## src/rtl/gmii_tx_framer.sv

```systemverilog
// GMII transmit framer: preamble/SFD, optional zero pad, CRC-32 FCS and inter-frame gap.
// Define GMII_TX_PAD_EN to pad short frames up to PAD_MIN bytes.
module gmii_tx_framer #(
  parameter int PAD_MIN   = 60,
  parameter int IFG_BYTES = 12
) (
  input  logic        eth_tx_clk,
  input  logic        rst_n,
  input  logic [7:0]  i_tx_data,
  input  logic        i_tx_en,
  output logic [7:0]  o_tx_data,
  output logic        o_tx_en,
  output logic        o_busy,
  output logic [15:0] o_frame_cnt,
  output logic [7:0]  o_drop_cnt
);

  typedef enum logic [2:0] {
    ST_IDLE = 3'd0,
    ST_PRE  = 3'd1,
    ST_DATA = 3'd2,
`ifdef GMII_TX_PAD_EN
    ST_PAD  = 3'd3,
`endif
    ST_FCS  = 3'd4,
    ST_IFG  = 3'd5
  } state_e;

`ifdef GMII_TX_PAD_EN
  localparam logic [11:0] PAD_MIN_W  = 12'(PAD_MIN);
  localparam logic [11:0] PAD_LAST_W = 12'(PAD_MIN - 1);
`endif
  localparam logic [7:0]  IFG_LAST_W = 8'(IFG_BYTES - 1);

  function automatic logic [31:0] crc32_byte(input logic [31:0] crc, input logic [7:0] data);
    logic [31:0] c;
    c = crc ^ {24'h000000, data};
    for (int i = 0; i < 8; i++) begin
      if (c[0]) c = (c >> 1) ^ 32'hEDB88320;
      else      c = c >> 1;
    end
    return c;
  endfunction

  state_e           state_q, state_d;
  logic [7:0]       cnt_q, cnt_d;
  logic [11:0]      byte_cnt_q, byte_cnt_d;
  logic [31:0]      crc_q, crc_d;
  logic [7:0][8:0]  dl_q;
  logic             en_prev_q, accept_q, accept_d;
  logic [7:0]       tx_data_q, tx_data_d;
  logic             tx_en_q, tx_en_d, busy_q;
  logic [15:0]      frame_cnt_q, frame_cnt_d;
  logic [7:0]       drop_cnt_q, drop_cnt_d;
  logic             rise_s, start_s, drop_s, accum_s;
  logic [8:0]       tail_s;
  logic [31:0]      fcs_s;

  // Edge detection, accept window and drop counting
  always_comb begin
    rise_s   = i_tx_en & ~en_prev_q;
    start_s  = rise_s & (state_q == ST_IDLE);
    drop_s   = rise_s & (state_q != ST_IDLE);
    accept_d = start_s | (accept_q & i_tx_en);
    tail_s   = dl_q[7];
    fcs_s    = ~crc_q;
    if (drop_s && (drop_cnt_q != 8'hFF)) drop_cnt_d = drop_cnt_q + 8'd1;
    else                                 drop_cnt_d = drop_cnt_q;
  end

  // Next-state and next-output logic; the byte chosen here appears on the wire next cycle
  always_comb begin
    state_d     = state_q;
    cnt_d       = cnt_q;
    byte_cnt_d  = byte_cnt_q;
    crc_d       = crc_q;
    tx_data_d   = 8'h00;
    tx_en_d     = 1'b0;
    frame_cnt_d = frame_cnt_q;
    accum_s     = 1'b0;
    case (state_q)
      ST_IDLE: begin
        if (start_s) begin
          state_d    = ST_PRE;
          cnt_d      = 8'd1;
          byte_cnt_d = 12'd0;
          crc_d      = 32'hFFFFFFFF;
          tx_en_d    = 1'b1;
          tx_data_d  = 8'h55;
        end else begin
          state_d = ST_IDLE;
        end
      end
      ST_PRE: begin
        tx_en_d = 1'b1;
        if (cnt_q == 8'd7) begin
          tx_data_d = 8'hD5;
          state_d   = ST_DATA;
          cnt_d     = 8'd0;
        end else begin
          tx_data_d = 8'h55;
          cnt_d     = cnt_q + 8'd1;
        end
      end
      ST_DATA: begin
        tx_en_d = 1'b1;
        if (tail_s[8]) begin
          tx_data_d = tail_s[7:0];
          accum_s   = 1'b1;
`ifdef GMII_TX_PAD_EN
        end else if (byte_cnt_q < PAD_MIN_W) begin
          tx_data_d = 8'h00;
          accum_s   = 1'b1;
          cnt_d     = 8'd0;
          if (byte_cnt_q >= PAD_LAST_W) state_d = ST_FCS;
          else                          state_d = ST_PAD;
`endif
        end else begin
          // First FCS byte goes out in the same cycle the data run ends
          tx_data_d = fcs_s[7:0];
          state_d   = ST_FCS;
          cnt_d     = 8'd1;
        end
      end
`ifdef GMII_TX_PAD_EN
      ST_PAD: begin
        tx_en_d   = 1'b1;
        tx_data_d = 8'h00;
        accum_s   = 1'b1;
        if (byte_cnt_q >= PAD_LAST_W) begin
          state_d = ST_FCS;
          cnt_d   = 8'd0;
        end else begin
          state_d = ST_PAD;
        end
      end
`endif
      ST_FCS: begin
        tx_en_d   = 1'b1;
        tx_data_d = fcs_s[{cnt_q[1:0], 3'b000} +: 8];
        if (cnt_q == 8'd3) begin
          state_d = ST_IFG;
          cnt_d   = 8'd0;
        end else begin
          cnt_d = cnt_q + 8'd1;
        end
      end
      ST_IFG: begin
        if (cnt_q == IFG_LAST_W) begin
          state_d     = ST_IDLE;
          cnt_d       = 8'd0;
          frame_cnt_d = frame_cnt_q + 16'd1;
        end else begin
          cnt_d = cnt_q + 8'd1;
        end
      end
      default: begin
        state_d = ST_IDLE;
        cnt_d   = 8'd0;
      end
    endcase
    if (accum_s) begin
      crc_d = crc32_byte(crc_q, tx_data_d);
      if (byte_cnt_q != 12'hFFF) byte_cnt_d = byte_cnt_q + 12'd1;
      else                       byte_cnt_d = byte_cnt_q;
    end else begin
      crc_d = crc_d;
    end
  end

  // State, delay line, counters and output registers
  always_ff @(posedge eth_tx_clk or negedge rst_n) begin
    if (!rst_n) begin
      state_q     <= ST_IDLE;
      cnt_q       <= 8'd0;
      byte_cnt_q  <= 12'd0;
      crc_q       <= 32'hFFFFFFFF;
      dl_q        <= '0;
      en_prev_q   <= 1'b1;  // an enable already high at release is not an edge
      accept_q    <= 1'b0;
      tx_data_q   <= 8'h00;
      tx_en_q     <= 1'b0;
      busy_q      <= 1'b0;
      frame_cnt_q <= 16'd0;
      drop_cnt_q  <= 8'd0;
    end else begin
      state_q     <= state_d;
      cnt_q       <= cnt_d;
      byte_cnt_q  <= byte_cnt_d;
      crc_q       <= crc_d;
      dl_q        <= {dl_q[6:0], {i_tx_en & (accept_q | start_s), i_tx_data}};
      en_prev_q   <= i_tx_en;
      accept_q    <= accept_d;
      tx_data_q   <= tx_data_d;
      tx_en_q     <= tx_en_d;
      busy_q      <= (state_d != ST_IDLE);
      frame_cnt_q <= frame_cnt_d;
      drop_cnt_q  <= drop_cnt_d;
    end
  end

  assign o_tx_data   = tx_data_q;
  assign o_tx_en     = tx_en_q;
  assign o_busy      = busy_q;
  assign o_frame_cnt = frame_cnt_q;
  assign o_drop_cnt  = drop_cnt_q;

endmodule

```

## config.mk

```make
export PLATFORM = sky130hd
export DESIGN_NAME = gmii_tx_framer
export DESIGN_NICKNAME = d
export VERILOG_FILES = /design/src/rtl/gmii_tx_framer.sv
export SDC_FILE = /design/constraint.sdc
export NUM_CORES = 1
export LEC_CHECK = 0
export CAP_MARGIN = 20
export CORE_MARGIN = 2
export CORE_UTILIZATION = 40
export DETAILED_ROUTE_END_ITERATION = 12
export GPL_ROUTABILITY_DRIVEN = 1
export MAX_ROUTING_LAYER = met4
export SETUP_SLACK_MARGIN = 0.5
export SYNTH_ARGS = -nofsm -noshare
export SYNTH_HDL_FRONTEND = slang
export SYNTH_SLANG_ARGS = --single-unit
```

## constraint.sdc

```tcl
create_clock -name eth_tx_clk -period 4.95 [get_ports eth_tx_clk]
set_clock_uncertainty 0.15 [all_clocks]
set_input_delay 0.99 -clock eth_tx_clk [delete_from_list [all_inputs] [get_ports eth_tx_clk]]
set_output_delay 0.99 -clock eth_tx_clk [all_outputs]
set_load 0.02 [all_outputs]
```

==> results.yml <==
status:
  outcome: "completed"
clocking:
  cts_tree: "done"
  clock_sink_count: 151
  cts_hold_buffers: 0
  path_clk_slew_ns: 0.06
  cts_setup_buffers: 0
  insertion_delay_ns: 0.42
  clock-root-buffer: "clkbuf_16"
  cts.path.max_buffers: 2
  htreeDepth: 4
  cts_inserted_buffers: 17
  cts_resized: 0
drt:
  met1Wirelength_um: 5670
  dr_wl_met2_um: 5920
  viasPerCell: 4.91
  ant_nets: 0
  drtIter0Drc: 162
  dr.pass1.iters: 5
  top_layer_used: "met4"
  dr_wl_met3_um: 418
  wl_um: 12100
  drc: 0
  avgRoutedWirePerCell_um: 15.6
  num_vias: 3829
sta:
  drv_slew: 0
  whs_ns: 0.195
  fin_crit_ns: 3.76
  finalCritPeriodShare_pct: 75.9
  rsz0062_at_grt: "no"
  fmax_mhz: 266
  setup_viol: 0
  slew_headroom_pct: 25.1
  tightest_slew_ns: 1.12
  tns_ns: 0
  final-hold-violation-count: 0
synthesis:
  yosysTopAreaCell: "dfrtp_1"
  synth_cell_types: 54
  yosysTopAreaCellShare_pct: 46.6
  postSynth.asyncResetShare_pct: 100
  synthesis.nets: 518
  synth-edff-count: 0
  synth.cell_area_um2: 6340
  post-synth-top-count-cell: "dfrtp_1"
  postSynthAreaPerCell_um2: 12.6
  synth_area_leaders: "dfrtp_1 47%, dfstp_2 14%, xnor2_1 8.4%"
  synth_seq_cells: 151
  synth_ff_type: "dfrtp_1"
  yosysWarnings: 0
  yosys-top-cells-count: "118 x dfrtp_1, 61 x xnor2_1, 48 x nor2_1"
  syn-instance-count: 504
  ys_seq_area_share_pct: 60.3
worst_setup_path:
  cp_max_fo: 12
  start_kind: "flip-flop"
  critPathBufInv: 0
  critical-path-top-delay-family: "XOR/XNOR gates"
  crit_type: "flip-flop to flip-flop"
  cp.required_ns: 5.16
  path_cells: "mux4_2 > nor2_2 > o41ai_2 > a211oi_4 > xor3_2 > xnor2_1 > xor2_1 > o22a_1"
  critPathCaptureType: "flip-flop"
  crit_slowest_cell: "dfrtp_1"
  critPathMaxStageDelay_ns: 0.81
  cp_data_arrival_time_ns: 3.96
global_route:
  antenna_found_initial: 0
  grt_start_max_net_pins: 106
  grt_util_all_layers_pct: 16.2
  grt_pass1_wl_um: 20000
  grt_pass1_vias: 3946
  gr-total-overflow: 0
placement:
  place.gp.congestion: 0.819
  io_buffer_count: 44
  post_dp_cell_area_um2: 6980
  dpl.hpwl_um: 8040
power_and_ir_drop:
  finalPower_mw: 4.60
  peakVddDrop_mv: 0.386
  leakagePower_nw: 3.09
  power_density_nw_per_um2: 605
layout:
  nets: 565
  fin_area_um2: 7590
  diodes: 0
  fin_util_pct: 48.5
  drive_above_1_share_pct: 16.8
  area_growth_pct: 19.9
die:
  die_width_um: 130
  io_pins: 45
  core_um2: 15700
  die_h_um: 130
  rows: 46
  dieArea_um2: 16900
  start_util_pct: 40.5
hold_path:
  hold_path_class: "flip-flop to flip-flop"
run:
  cap_violations: 0
## cell families (layout without fill, tap and decap cells)
logic type	count (synthesis)	after routing	share of synthesized area, %
flops	151	151	60.3
fa+ha+maj	3	3	0.592
buf+inv	26	86	1.78
xor+xnor	92	92	14.0
mux	10	10	3.20
simple gates	139	139	10.9
compound gates	83	83	9.24
## state kept, by name, indices dropped and copies added, names as in the netlist
name         flops
accept_q         1
cnt_q            8
crc_q           32
dl_q            63
en_prev_q        1
o_busy           1
o_drop_cnt       8
o_frame_cnt     16
o_tx_data        8
o_tx_en          1
state_q          3
tail_s           9
## layout by cell type, fill, tap and decap left out, types with 9 or more instances in the layout
cell type and n:
nor2_1 48, nand4_1 9, dfstp_2 33, clkbuf_16 17
dfrtp_1 118, o21ai_0 14, a21oi_1 31, xnor2_1 61
clkdlybuf4s50_1 43, nor3_1 9, nand2_1 31, o22a_1 11
xor2_1 22
## metrics by stage
step           instances  worst slack, ns
2_1_floorplan        504             1.86
3_3_place_gp         748             1.07
3_5_place_dp         748            0.984
4_1_cts              780             1.15
5_1_grt              780            0.988
6_report             780             1.19
## metal layers
layer | global-route usage, % | vias up
li1 | - | 1820
met3 | 4.84 | 10
met1 | 20.1 | 1929
met5 | - | -
met2 | 25.1 | 70
met4 | 6.01 | 0
## worst paths after layout
kind	from	endpoint	slack [ns]	cells past startpoint
worst max-delay path	cnt_q[0]$_DFFE_PN0P_	crc_q[20]$_DFFE_PN1P_	1.19	8
worst min-delay path	dl_q[19]$_DFF_PN0_	dl_q[28]$_DFF_PN0_	0.20	0
max in group asynchronous	rst_n	crc_q[14]$_DFFE_PN1P_	3.11	2
min in group asynchronous	rst_n	dl_q[57]$_DFF_PN0_	0.53	1
worst max register to register	cnt_q[0]$_DFFE_PN0P_	crc_q[20]$_DFFE_PN1P_	1.19	8
worst min register to register	dl_q[19]$_DFF_PN0_	dl_q[28]$_DFF_PN0_	0.20	0
## report_power, final
part / switching [mW] / leakage, nW / internal, mW
Combinational: 0.851 / 0.997 / 0.799
Clock: 0.471 / 0.289 / 0.857
Sequential: 0.203 / 1.81 / 1.42
Total: 1.52 / 3.09 / 3.07
## final cells by class
cell class	instances	area, µm²
multi-input combinational	327	2400
clock inverter	8	149
inverter	7	26.3
fill	1422	8060
sequential	151	3820
tap	216	270
clock buffer	24	462
timing repair buffer	47	464
(Power assumes the default switching activity.)
